**config.mk**
```make
export PLATFORM = sky130hd
export DESIGN_NAME = pcie_h2c_axis_downsizer
export DESIGN_NICKNAME = d
export VERILOG_FILES = /design/src/rtl/pcie_h2c_axis_downsizer.sv
export SDC_FILE = /design/constraint.sdc
export NUM_CORES = 1
export LEC_CHECK = 0
export ABC_CLOCK_PERIOD_IN_PS = 3690
export BUFFER_PORTS_ARGS = -buffer_cell sky130_fd_sc_hd__buf_2
export CAP_MARGIN = 30
export CORE_ASPECT_RATIO = 0.6
export CORE_MARGIN = 4
export CORE_UTILIZATION = 45
export CTS_BUF_LIST = sky130_fd_sc_hd__clkbuf_8 sky130_fd_sc_hd__clkbuf_16
export DETAILED_ROUTE_END_ITERATION = 8
export PLACE_DENSITY = 0.7
export SETUP_SLACK_MARGIN = 0.1
export SYNTH_ARGS = -nofsm -noshare
export SYNTH_HDL_FRONTEND = slang
export SYNTH_SLANG_ARGS = --single-unit
```
**constraint.sdc**
```tcl
create_clock -name user_clk_250 -period 3.69 [get_ports user_clk_250]
set_clock_uncertainty 0.15 [all_clocks]
set_input_delay 1.107 -clock user_clk_250 [delete_from_list [all_inputs] [get_ports user_clk_250]]
set_output_delay 1.107 -clock user_clk_250 [all_outputs]
set_load 0.01 [all_outputs]
```
**src/rtl/pcie_h2c_axis_downsizer.sv**
```systemverilog
// Width converter: splits each wide H2C AXI-Stream beat into narrow lanes,
// skipping lanes with an all-zero keep group and marking tlast on the final one.
module pcie_h2c_axis_downsizer #(
   parameter int unsigned IN_W  = 256,
   parameter int unsigned OUT_W = 64
) (
   input  logic                user_clk_250,
   input  logic                sys_rst,
   input  logic                s_axis_tvalid,
   output logic                s_axis_tready,
   input  logic [IN_W-1:0]     s_axis_tdata,
   input  logic [IN_W/8-1:0]   s_axis_tkeep,
   input  logic                s_axis_tlast,
   output logic                m_axis_tvalid,
   input  logic                m_axis_tready,
   output logic [OUT_W-1:0]    m_axis_tdata,
   output logic [OUT_W/8-1:0]  m_axis_tkeep,
   output logic                m_axis_tlast,
   output logic                err_keep,
   output logic [31:0]         pkt_cnt
);
   localparam int unsigned RATIO  = IN_W / OUT_W;
   localparam int unsigned LANE_W = (RATIO > 1) ? $clog2(RATIO) : 1;
   localparam int unsigned IN_KW  = IN_W / 8;
   localparam int unsigned OUT_KW = OUT_W / 8;

   typedef enum logic {ST_EMPTY, ST_DRAIN} state_e;

   state_e              state_q, state_d;
   logic [IN_W-1:0]     buf_data_q, buf_data_d;
   logic [IN_KW-1:0]    buf_keep_q, buf_keep_d;
   logic                buf_last_q, buf_last_d;
   logic [LANE_W-1:0]   lane_q, lane_d;
   logic                final_q, final_d;
   logic                m_tvalid_q, m_tvalid_d;
   logic [OUT_W-1:0]    m_tdata_q, m_tdata_d;
   logic [OUT_KW-1:0]   m_tkeep_q, m_tkeep_d;
   logic                m_tlast_q, m_tlast_d;
   logic                err_keep_q, err_keep_d;
   logic [31:0]         pkt_cnt_q, pkt_cnt_d;

   logic [RATIO-1:0]    s_nz, b_nz;
   logic [LANE_W-1:0]   s_first, b_next;
   logic                s_accept, m_hs;

   // One bit per lane: keep group has at least one byte enabled
   function automatic logic [RATIO-1:0] grp_nz(input logic [IN_KW-1:0] keep);
      logic [RATIO-1:0] nz;
      nz = '0;
      for (int unsigned k = 0; k < RATIO; k++) nz[LANE_W'(k)] = |keep[k*OUT_KW +: OUT_KW];
      return nz;
   endfunction

   function automatic logic [LANE_W-1:0] first_from(input logic [RATIO-1:0] nz,
                                                   input int unsigned start);
      logic [LANE_W-1:0] ln;
      logic              found;
      ln    = '0;
      found = 1'b0;
      for (int unsigned k = 0; k < RATIO; k++) begin
         if (!found && k >= start && nz[LANE_W'(k)]) begin
            ln    = LANE_W'(k);
            found = 1'b1;
         end
      end
      return ln;
   endfunction

   function automatic logic is_final(input logic [RATIO-1:0] nz, input logic [LANE_W-1:0] ln);
      logic fin;
      fin = 1'b1;
      for (int unsigned k = 0; k < RATIO; k++) begin
         if (k > 32'(ln) && nz[LANE_W'(k)]) fin = 1'b0;
      end
      return fin;
   endfunction

   function automatic logic [OUT_W-1:0] lane_data(input logic [IN_W-1:0] data,
                                                 input logic [LANE_W-1:0] ln);
      logic [OUT_W-1:0] d;
      d = '0;
      for (int unsigned k = 0; k < RATIO; k++) begin
         if (LANE_W'(k) == ln) d = data[k*OUT_W +: OUT_W];
      end
      return d;
   endfunction

   function automatic logic [OUT_KW-1:0] lane_keep(input logic [IN_KW-1:0] keep,
                                                  input logic [LANE_W-1:0] ln);
      logic [OUT_KW-1:0] kp;
      kp = '0;
      for (int unsigned k = 0; k < RATIO; k++) begin
         if (LANE_W'(k) == ln) kp = keep[k*OUT_KW +: OUT_KW];
      end
      return kp;
   endfunction

   // Low-aligned contiguous keep is of the form 2^n-1 (including all-zero)
   function automatic logic keep_contig(input logic [IN_KW-1:0] keep);
      logic [IN_KW-1:0] inc;
      inc = keep + IN_KW'(1);
      return (keep & inc) == '0;
   endfunction

   // Input is taken when idle, or in the final lane as it hands off downstream
   always_comb begin
      s_axis_tready = !sys_rst && ((state_q == ST_EMPTY) || (final_q && m_axis_tready));
   end

   always_comb begin
      state_d    = state_q;
      buf_data_d = buf_data_q;
      buf_keep_d = buf_keep_q;
      buf_last_d = buf_last_q;
      lane_d     = lane_q;
      final_d    = final_q;
      m_tvalid_d = m_tvalid_q;
      m_tdata_d  = m_tdata_q;
      m_tkeep_d  = m_tkeep_q;
      m_tlast_d  = m_tlast_q;
      err_keep_d = err_keep_q;
      pkt_cnt_d  = pkt_cnt_q;

      s_accept = s_axis_tvalid && s_axis_tready;
      m_hs     = m_tvalid_q && m_axis_tready;
      s_nz     = grp_nz(s_axis_tkeep);
      s_first  = first_from(s_nz, 0);
      b_nz     = grp_nz(buf_keep_q);
      b_next   = first_from(b_nz, 32'(lane_q) + 1);

      if (m_hs) begin
         if (m_tlast_q) pkt_cnt_d = pkt_cnt_q + 32'd1;
         if (!final_q) begin
            lane_d    = b_next;
            final_d   = is_final(b_nz, b_next);
            m_tdata_d = lane_data(buf_data_q, b_next);
            m_tkeep_d = lane_keep(buf_keep_q, b_next);
            m_tlast_d = buf_last_q && is_final(b_nz, b_next);
         end else begin
            m_tvalid_d = 1'b0;
            state_d    = ST_EMPTY;
         end
      end

      if (s_accept) begin
         buf_data_d = s_axis_tdata;
         buf_keep_d = s_axis_tkeep;
         buf_last_d = s_axis_tlast;
         if (!keep_contig(s_axis_tkeep)) err_keep_d = 1'b1;
         if (|s_nz) begin
            state_d    = ST_DRAIN;
            m_tvalid_d = 1'b1;
            lane_d     = s_first;
            final_d    = is_final(s_nz, s_first);
            m_tdata_d  = lane_data(s_axis_tdata, s_first);
            m_tkeep_d  = lane_keep(s_axis_tkeep, s_first);
            m_tlast_d  = s_axis_tlast && is_final(s_nz, s_first);
         end else if (s_axis_tlast) begin
            // Empty closing beat still has to carry tlast downstream
            state_d    = ST_DRAIN;
            m_tvalid_d = 1'b1;
            lane_d     = '0;
            final_d    = 1'b1;
            m_tdata_d  = '0;
            m_tkeep_d  = '0;
            m_tlast_d  = 1'b1;
         end else begin
            state_d    = ST_EMPTY;
            m_tvalid_d = 1'b0;
         end
      end
   end

   always_ff @(posedge user_clk_250) begin
      if (sys_rst) begin
         state_q    <= ST_EMPTY;
         buf_data_q <= '0;
         buf_keep_q <= '0;
         buf_last_q <= 1'b0;
         lane_q     <= '0;
         final_q    <= 1'b0;
         m_tvalid_q <= 1'b0;
         m_tdata_q  <= '0;
         m_tkeep_q  <= '0;
         m_tlast_q  <= 1'b0;
         err_keep_q <= 1'b0;
         pkt_cnt_q  <= '0;
      end else begin
         state_q    <= state_d;
         buf_data_q <= buf_data_d;
         buf_keep_q <= buf_keep_d;
         buf_last_q <= buf_last_d;
         lane_q     <= lane_d;
         final_q    <= final_d;
         m_tvalid_q <= m_tvalid_d;
         m_tdata_q  <= m_tdata_d;
         m_tkeep_q  <= m_tkeep_d;
         m_tlast_q  <= m_tlast_d;
         err_keep_q <= err_keep_d;
         pkt_cnt_q  <= pkt_cnt_d;
      end
   end

   assign m_axis_tvalid = m_tvalid_q;
   assign m_axis_tdata  = m_tdata_q;
   assign m_axis_tkeep  = m_tkeep_q;
   assign m_axis_tlast  = m_tlast_q;
   assign err_keep      = err_keep_q;
   assign pkt_cnt       = pkt_cnt_q;

endmodule

```
# [Yosys cells after proc, flatten, opt, wreduce, memory -nomap -nowiden]
# Index checks and enable logic that the tools add are counted.
[classes] mul=0 eq_ne=6 n_lt_le_gt_ge=10 n_reduce_logical=47 bitwise_logic=3 addsub=3 n_shift=0 mux=68 div=0
[op_table] op="$mux W64" count=13
[op_table] op="$mux W8" count=13
[op_table] op="$add A32 B1 Y32 const B" count=2
[op_table] op="$reduce_or A8 Y1" count=8
[op_table] op="$mux W1" count=33
[op_table] op="$and A32 B32 Y32" count=1
[op_table] op="$logic_not A32 Y1" count=1
[op_table] op="$reduce_or A32 Y1" count=1
[op_table] op="$logic_and A1 B1 Y1" count=22
[op_table] op="$mux W2" count=9
[op_table] op="$eq A2 B2 Y1 const A" count=4
[op_table] op="$gt A2 B2 Y1 const A" count=4
[op_table] op="$logic_not A1 Y1" count=7
[op_table] op="$ge A1 B3 Y1 const A" count=2
[op_table] op="$ge A2 B3 Y1 const A" count=2
[op_table] op="$reduce_and A2 Y1" count=3
[op_table] op="$eq A1 B2 Y1 const A" count=2
[op_table] op="$gt A1 B2 Y1 const A" count=2
[op_table] op="$logic_not A2 Y1" count=2
[op_table] op="$reduce_bool A2 Y1" count=2
[op_table] op="$add A2 B1 Y3 const B" count=1
[op_table] op="$not A1 Y1" count=2
[op_table] op="$logic_or A1 B1 Y1" count=1
[word_totals] mem_bits_rw=0 wordCells=148 latchBits=0 register_bits=399 rom_bits=0 out_inout_bits=108 mem_count=0

# [Longest topological paths before layout]
# Gate-level depths: netlist of run 1.
[logic_depth] depth_word=29 depth_mapped=10

# [Worst setup path before layout of run 1]
# OpenSTA, ideal clock, no wires.
[synth_path] kind="in2reg" startpoint="input s_axis_tkeep[26]" endpoint="register m_tdata_q[11] (netlist: m_axis_tdata[11])" path_slack_ns=0.312 stages=6 t_arrival_ns=3.106 path_cell_list="or3_4 -> or4_4 -> o31ai_1 -> nor2_1 -> buf_2 -> a221o_1"
[synth_between] elab_chain_cells=10 elab_cells_between_ends=14 cone_classes="3 x eq/ne; 7 x mux; 4 x reduce/logical"
[synth_lines] element="from (decl)" line="12" rtl="input logic [IN_W/8-1:0] s_axis_tkeep,"
[synth_lines] element="$reduce_or A8 Y1" line="50" rtl="for (int unsigned k = 0; k < RATIO; k++) nz[LANE_W'(k)] = |keep[k*OUT_KW +: OUT_KW];"
[synth_lines] element="$logic_and A1 B1 Y1" line="61" rtl="if (!found && k >= start && nz[LANE_W'(k)]) begin"
[synth_lines] element="$mux W2" line="61"
[synth_lines] element="$logic_not A2 Y1" line="83" rtl="if (LANE_W'(k) == ln) d = data[k*OUT_W +: OUT_W];"
[synth_lines] element="$mux W64 (4 in a row)" line="83"
[synth_lines] element="$mux W64 *" line="150" rtl="if (|s_nz) begin"
[synth_lines] element="$mux W64 *" line="145" rtl="if (s_accept) begin"
[synth_lines] element="to (signal assigned)" line="196" rtl="m_tdata_q <= m_tdata_d;"
[synth_lines] element="to (decl)" line="36" rtl="logic [OUT_W-1:0] m_tdata_q, m_tdata_d;"
# Mark *: on every way between the ends. The rest lies on a longest branch, timed or not.
# A chain may end at the register's enable or synchronous reset.

# [Worst setup path after layout of run 1]
[layout_path] startpoint="input s_axis_tkeep[0]" endpoint="register m_tdata_q[37] (netlist: m_axis_tdata[37])"
[layout_between] elab_chain_cells=18 elab_cells_between_ends=24 cone_classes="3 x eq/ne; 12 x mux; 9 x reduce/logical"
[layout_lines] element="$reduce_or A8 Y1" line="50"
[layout_lines] element="$mux W1" line="61"
[layout_lines] element="$logic_not A1 Y1" line="61"
[layout_lines] element="$logic_and A1 B1 Y1" line="61"
[layout_lines] element="$mux W1" line="61"
[layout_lines] element="$logic_not A1 Y1" line="61"
[layout_lines] element="$logic_and A1 B1 Y1" line="61"
[layout_lines] element="$mux W1" line="61"
[layout_lines] element="$logic_not A1 Y1" line="61"
[layout_lines] element="$logic_and A1 B1 Y1" line="61"
[layout_lines] element="$mux W2" line="61"
[layout_lines] element="$logic_not A2 Y1" line="83"
[layout_lines] element="$mux W64 (4 in a row)" line="83"
[layout_lines] element="$mux W64 *" line="150"
[layout_lines] element="$mux W64 *" line="145"
# Marks and branches as above.

==> metrics, run 1 <==
outcome=complete, no violations; Setup Viol. Count Final=0; Remaining Overflow, GRT=0; Ports=401; commonest non-fill, non-tap cell in the layout=nand2_1; port bufs=400; layout cell share with drive strength beyond 1=0.2114; synth unique cells=59; CP Class=in -> reg; row cnt=56; Cells after DPL=3161; sequential power share=0.429; first-pass GRT wire length=105600 µm; Synth Net Count=2662; RSZ-0062 raised after global routing=no; Yosys reg bits=399; Residual DRC=0; Post-Syn Area per Cell=7.653 µm²; largest area contributor in the netlist=dfxtp_1; CTS sink cnt=399; Ys Warns=0; post-layout net count=2976; maximum number of pins on one net before global-route repair=259; Synth area leaders=dfxtp_1 (44%), nand2_1 (14%), o21ai_0 (12%), clkbuf_1 (4.1%), a221o_1 (2.5%); final hold vios=0; post-CTS resize count=0; Vert. Die Dim=163.4 µm; CTS max path bufs=3; Tot GR Track Use=0.3018; DR vias=19574; Sw Pwr=3105 µW; First DRT Iteration DRCs=2482; worst skew pair latency=0.54 ns; fill cell count=3627; min Tclk post-route=3.228 ns; ys async rst share=0; Comb pwr share=0.162; min-delay worst type=reg -> reg; final RePlAce weighted congestion=0.9735; Leak=0.008947 µW; PwrDens=499.3 mW/mm²; Critical Path End Type=flop; Seq/Total Area, Yosys=0.4408; Max Freq=309.8 MHz; post-CTS setup buffer count=0; Slew @ Worst Pin=1.090 ns; synthesized instance count=2368; number of synthesized flops with an enable pin=0; Sw Share=0.2760; TritonCTS buffer count=41; required time worst endpoint=4.01 ns; TritonRoute pass-1 iters=5; Final Slew Violations=0; CTS Hold Buffers Added=0; via count of the first global-routing pass=18906; die area=0.04365 mm²; Worst-path clk slew=0.06 ns; max-cap viol count=0; synthesized area=0.01812 mm²; initial core utilization=0.4602; worst path arrival time=3.55 ns; register area=0.007988 mm²; Final Non-Filler Cells=3256; Clock Root Buffer=clkbuf_16; crit start category=primary input; slew margin rel.=0.2734; total power=11250 µW; Clock Power Share=0.409; maximum VDD drop=0.0002890 V; total wire length=69360 µm; synth-to-layout area growth=24.35%; initial antenna violation count=29; most frequent cells in the layout=nand2_1 (667), o21ai_0 (445), buf_2 (400), dfxtp_1 (399), o22ai_1 (61); CORE AREA=0.03938 mm²; TritonCTS clock tree=built; routed len/inst=21.30 µm; Antenna Violating Nets Remaining=0; ys flop type=dfxtp_1; Detail Placement HPWL=44970 µm; crit share post-route=0.8747; share of the synthesized area in the top cell type=0.4408; via/cell ratio=6.012; Int Pwr=8147 µW; Die W=267.1 µm; multi-input logic area=0.009433 mm²; Max FO, Critical Path=13; number of H-tree levels=2
worst max-delay path, stage by stage:
cell     delay, ns
buf_2         0.11
nor4_1        0.47
nand4_1       0.19
buf_4         0.22
or3_2         0.48
nor2_2        0.67
a221o_1       0.29
flip-flops by register name, summed over array words and instances, names as in the netlist, 2 cells and up:
signal / count
buf_data_q: 256
buf_keep_q: 32
lane_q: 2
pkt_cnt: 32
m_axis_tdata: 64
m_axis_tkeep: 8
logic make-up (layout without fill, tap and decap cells):
kind of cell / after synthesis / in the layout / share of synthesized area
AO/OA/AOI/OAI: 868 / 868 / 0.3011
AND/OR/NAND/NOR: 844 / 844 / 0.1912
flip-flops: 399 / 399 / 0.4408
buffers and inverters: 216 / 558 / 0.04619
XOR/XNOR: 31 / 31 / 0.01498
multiplexers: 9 / 9 / 0.005040
adder cells (fa/ha/maj): 1 / 1 / 0.0006903
other: 0 / 24 / 0
Yosys cell counts, types with 4 or more instances:
master and number:
a22o_1 47, nor2b_1 6, mux2i_1 8, nor4_1 13
xnor2_1 8, nand3_1 21, xor2_1 23, o211ai_1 7
o2bb2ai_1 6, clkbuf_1 196, inv_1 7, a2bb2oi_1 15
a222oi_1 5, and2_1 7, o22a_1 6, nor2_1 53
nand4_1 14, nor3_1 7, o31ai_1 4, o21a_1 25
o21ai_0 445, and3_1 16, a211oi_1 58, o21ai_1 8
a21oi_1 54, a221o_1 45, a22oi_1 27, and4_1 6
or3_1 27, o21bai_1 5, dfxtp_1 399, buf_1 7
o221ai_1 34, nand2_1 668, o22ai_1 61
area by class of cell:
class | count | area share
clock buffer | 56 | 0.05469
multi-input combinational | 1753 | 0.4186
inverter | 7 | 0.001499
antenna | 24 | 0.002665
sequential | 399 | 0.3544
timing repair buffer | 480 | 0.1280
tap | 522 | 0.02898
clock inverter | 15 | 0.01110
routing by layer:
metal	wire length [µm]	GRT usage
met5	74	0
met4	2835	0.1338
met3	7474	0.06926
met2	30470	0.4657
met1	28510	0.4057
power by group through the flow:
| stage | combinational, µW | sequential (µW) | clock (µW) |
|---|---|---|---|
| finish | 1820 | 4830 | 4610 |
| global route | 1980 | 4860 | 4850 |
| CTS | 1790 | 4820 | 4660 |
| detailed placement | 1780 | 4910 | 0 |
| global placement | 1750 | 4900 | 0 |
| floorplan | 973 | 4900 | 0 |
path summary, 6_finish.rpt:
| check | startpoint | endpoint | slack, ns | cells past startpoint |
|---|---|---|---|---|
| max | s_axis_tkeep[0] | m_axis_tdata[37] | 0.46 | 7 |
| min | buf_data_q[236] | buf_data_q[236] | 0.30 | 2 |
| max reg2reg | buf_keep_q[31] | m_axis_tkeep[1] | 0.56 | 7 |
| min reg2reg | buf_data_q[236] | buf_data_q[236] | 0.30 | 2 |
through the flow:
step / setup WS (ns) / utilization / hold WS [ns] / cell area, µm² / TNS [ns]
floorplan: 0.3121 / - / 0.2816 / 18120 / 0
global placement: 0.06866 / 0.5324 / 0.2895 / 20970 / 0
detailed placement: -0.04532 / 0.5331 / 0.2970 / 20990 / -0.4738
CTS: 0.5142 / 0.5708 / 0.3054 / 22480 / 0
global route: 0.3793 / 0.5721 / 0.3265 / 22530 / 0
finish: 0.4624 / 0.5723 / 0.3032 / 22540 / 0
No activity file was read; power rests on OpenSTA's default activity.
==> inputs of run 2 (changes only) <==
- ABC_AREA: not set -> 1
- PLACE_DENSITY: 0.7 -> 0.69
- RECOVER_POWER: not set -> 25
==> metrics, run 2 <==
delay-heaviest family, CP=simple AND/OR/NAND/NOR gates; Worst-path clk slew=0.06 ns (about the same); Setup Viol. Count Final=0 (unchanged); Yosys reg bits=399 (unchanged); Final Slew Violations=0 (unchanged); CTS sink cnt=399 (unchanged); Sum Neg Setup Slack=0 ns (unchanged); RSZ-0062 raised after global routing=no; PwrDens=474.5 mW/mm² (-5.0%); Die W=280.6 µm (+5.1%); share of the synthesized area in the top cell type=0.3980 (-0.04273); Crit path depth=13 (+6); outcome=complete, no violations; adder-cell share of the synthesized area=0.0006235 (-0.00006694); first-pass GRT wire length=112300 µm (+6.4%); Top cell by count, worst path=nand2_1; ys async rst share=0 (unchanged); Ys Warns=0 (unchanged); DR vias=21946 (+12%); hold slack=0.2995 ns (-0.003701 ns); Antenna Violating Nets Remaining=0 (unchanged); CP Class=in -> reg; Post-Syn Area per Cell=6.323 µm² (-17%); worst setup path startpoint=m_axis_tready; slew margin rel.=0.3336 (+0.06020); synth unique cells=47 (-20%); via/cell ratio=5.399 (-10%); Slew @ Worst Pin=0.9996 ns (-0.09030 ns); Worst Hold Launch=buf_data_q[123]; largest area contributor in the netlist=dfxtp_1; min Tclk post-route=3.151 ns (-0.07655 ns); post-CTS setup buffer count=0 (unchanged); Tot GR Track Use=0.2921 (-0.009689); xor and xnor area share after synthesis=0.006547 (-0.008436); final RePlAce weighted congestion=0.9164 (-5.9%); worst path arrival time=3.47 ns (-0.08 ns); worst r2r src=buf_keep_q[29]; CP bufs+invs=4 (+2); Largest Register=buf_data_q; max incr delay on CP=0.56 ns (-0.11 ns); routed len/inst=18.15 µm (-15%); final hold vios=0 (unchanged); TritonCTS clock tree=built; Synth Net Count=3468 (+30%); maximum VDD drop=0.0002897 V (+0.25%); critical path's slowest cell=clkinvlp_2; port bufs=400 (unchanged); Ports=401 (unchanged); Detail Placement HPWL=47090 µm (+4.7%); Clock Root Buffer=clkbuf_16; via count of the first global-routing pass=19969 (+5.6%); Residual DRC=0 (unchanged); crit-path cells=clkbuf_1 -> nand2_1 -> nand2_1 -> nand2_1 -> inv_1 -> nand2_1 -> clkinvlp_2 -> nand2_1 -> nand2_4 -> buf_12 -> nor2_1 -> nand2_1 -> a21oi_1; Synth Area in Compound Gates=0.1370 (-0.1640); required time worst endpoint=4.01 ns (about the same); max reg flops=256 (unchanged); Critical Path End Type=flop; Seq/Total Area, Yosys=0.3980 (-0.04273); Min-Delay Path Depth=2 (unchanged); number of synthesized flops with an enable pin=0 (unchanged); die area=0.04815 mm² (+10%); fill cell count=4473 (+23%); mux cell area share after synthesis=0 (-0.005040); crit share post-route=0.8539 (-0.02074); Leak=0.01098 µW (+23%); Max Freq=317.4 MHz (+2.4%); number of H-tree levels=2 (unchanged); Synth area leaders=dfxtp_1 (40%), nand2_1 (20%), nand3_1 (8.9%), nor2_1 (7.2%), a21oi_1 (6.3%); synth-to-layout area growth=18.13%; min-delay worst type=reg -> reg; ys flop type=dfxtp_1; CORE AREA=0.04370 mm² (+11%); post-layout net count=3741 (+26%); First DRT Iteration DRCs=2167 (-13%); post-CTS resize count=0 (unchanged); CTS max path bufs=3 (unchanged); simple-gate area share of the yosys netlist=0.3773 (+0.1861); multi-input logic area=0.01051 mm² (+11%); synthesized instance count=3174 (+34%); max-cap viol count=0 (unchanged); Post-synth top cells=nand2_1 (1053), dfxtp_1 (399), nor2_1 (386); initial antenna violation count=14 (-52%); total wire length=73790 µm (+6.4%); Remaining Overflow, GRT=0 (unchanged); Worst Reg-to-Reg Cells=12 (+5); Max FO, Critical Path=26 (+13); worst skew pair latency=0.55 ns (about the same); commonest non-fill, non-tap cell in the layout=nand2_1; CTS Hold Buffers Added=0 (unchanged); row cnt=59 (+5.4%); TritonCTS buffer count=40 (-2.4%); layout cell share with drive strength beyond 1=0.1401 (-0.07138); largest family of logic cells by synthesized area=simple AND/OR/NAND/NOR gates; count leader, synth=nand2_1; synthesized area=0.02007 mm² (+11%); initial core utilization=0.4592 (-0.001017); maximum number of pins on one net before global-route repair=150 (-42%); register area=0.007988 mm² (unchanged); most frequent cells in the layout=nand2_1 (1053), dfxtp_1 (399), nor2_1 (384), nand3_1 (358), buf_2 (332); crit start category=primary input; Vert. Die Dim=171.6 µm (+5.0%); TritonRoute pass-1 iters=5 (unchanged)
[run 2: logic make-up (layout without fill, tap and decap cells)]
group,Yosys count,count (layout)
AOI/OAI and AO/OA,517,517
xor gates and xnor gates,15,15
adders and majority gates,1,1
buffers and inverters,390,693
DFF,399,399
other,0,9
and+or+nand+nor,1852,1852
[run 2: layout make-up]
cell class,instances,share of cell area
Antenna cell,9,0.0009500
Clock buffer,52,0.04966
Clock inverter,20,0.006386
Inverter,179,0.02882
Multi-Input combinational cell,2385,0.4435
Sequential cell,399,0.3369
Tap cell,579,0.03056
Timing Repair Buffer,442,0.1032
[run 2: where the power goes]
group	switching (µW)	leakage, µW	total [µW]	internal (µW)
clock	1800	0.000690	4190	2390
combinational	1480	0.00701	2250	772
sequential	171	0.00328	4810	4640
[run 2: path summary, 6_finish.rpt]
check                           to  slack, ns
setup / recovery  m_axis_tdata[47]       0.54
hold / removal     buf_data_q[123]       0.30
setup reg to reg   m_axis_tkeep[6]       0.70
hold reg to reg    buf_data_q[123]       0.30
[run 2: per-layer routing]
layer / part of all wire / GRT usage / vias up
li1: - / - / 10811
met1: 0.45 / 0.4231 / 9938
met2: 0.43 / 0.4409 / 1057
met3: 0.096 / 0.05929 / 130
met4: 0.028 / 0.08671 / 10
met5: 0.00087 / 0 / -
[run 2: worst register-to-register path, cell delays in order (launching register included)]
cell and delay, ns:
dfxtp_1 0.35, nor2_1 0.12, nand2_1 0.10, o21ai_0 0.34, nand2_1 0.38, inv_1 0.27, nand2_1 0.53, nor2_1 0.26
nor2_1 0.09, nand2_1 0.07, nand2_1 0.05, nand2_1 0.07, a21oi_1 0.06
[run 2: stage by stage]
| step | cell area (µm²) | setup slack (ns) | utilization | power (µW) | cells |
|---|---|---|---|---|---|
| 3_5_place_dp | 22470 | 0.2983 | 0.5142 | 7130 | 3984 |
| 3_3_place_gp | 22450 | 0.2960 | 0.5137 | 7116 | 3983 |
| 2_1_floorplan | 20070 | 1.060 | - | 6313 | 3174 |
| 5_1_grt | 23710 | 0.3104 | 0.5425 | 11790 | 4065 |
| 6_report | 23710 | 0.5389 | 0.5425 | 11250 | 4065 |
| 4_1_cts | 23800 | 0.6813 | 0.5446 | 11300 | 4056 |
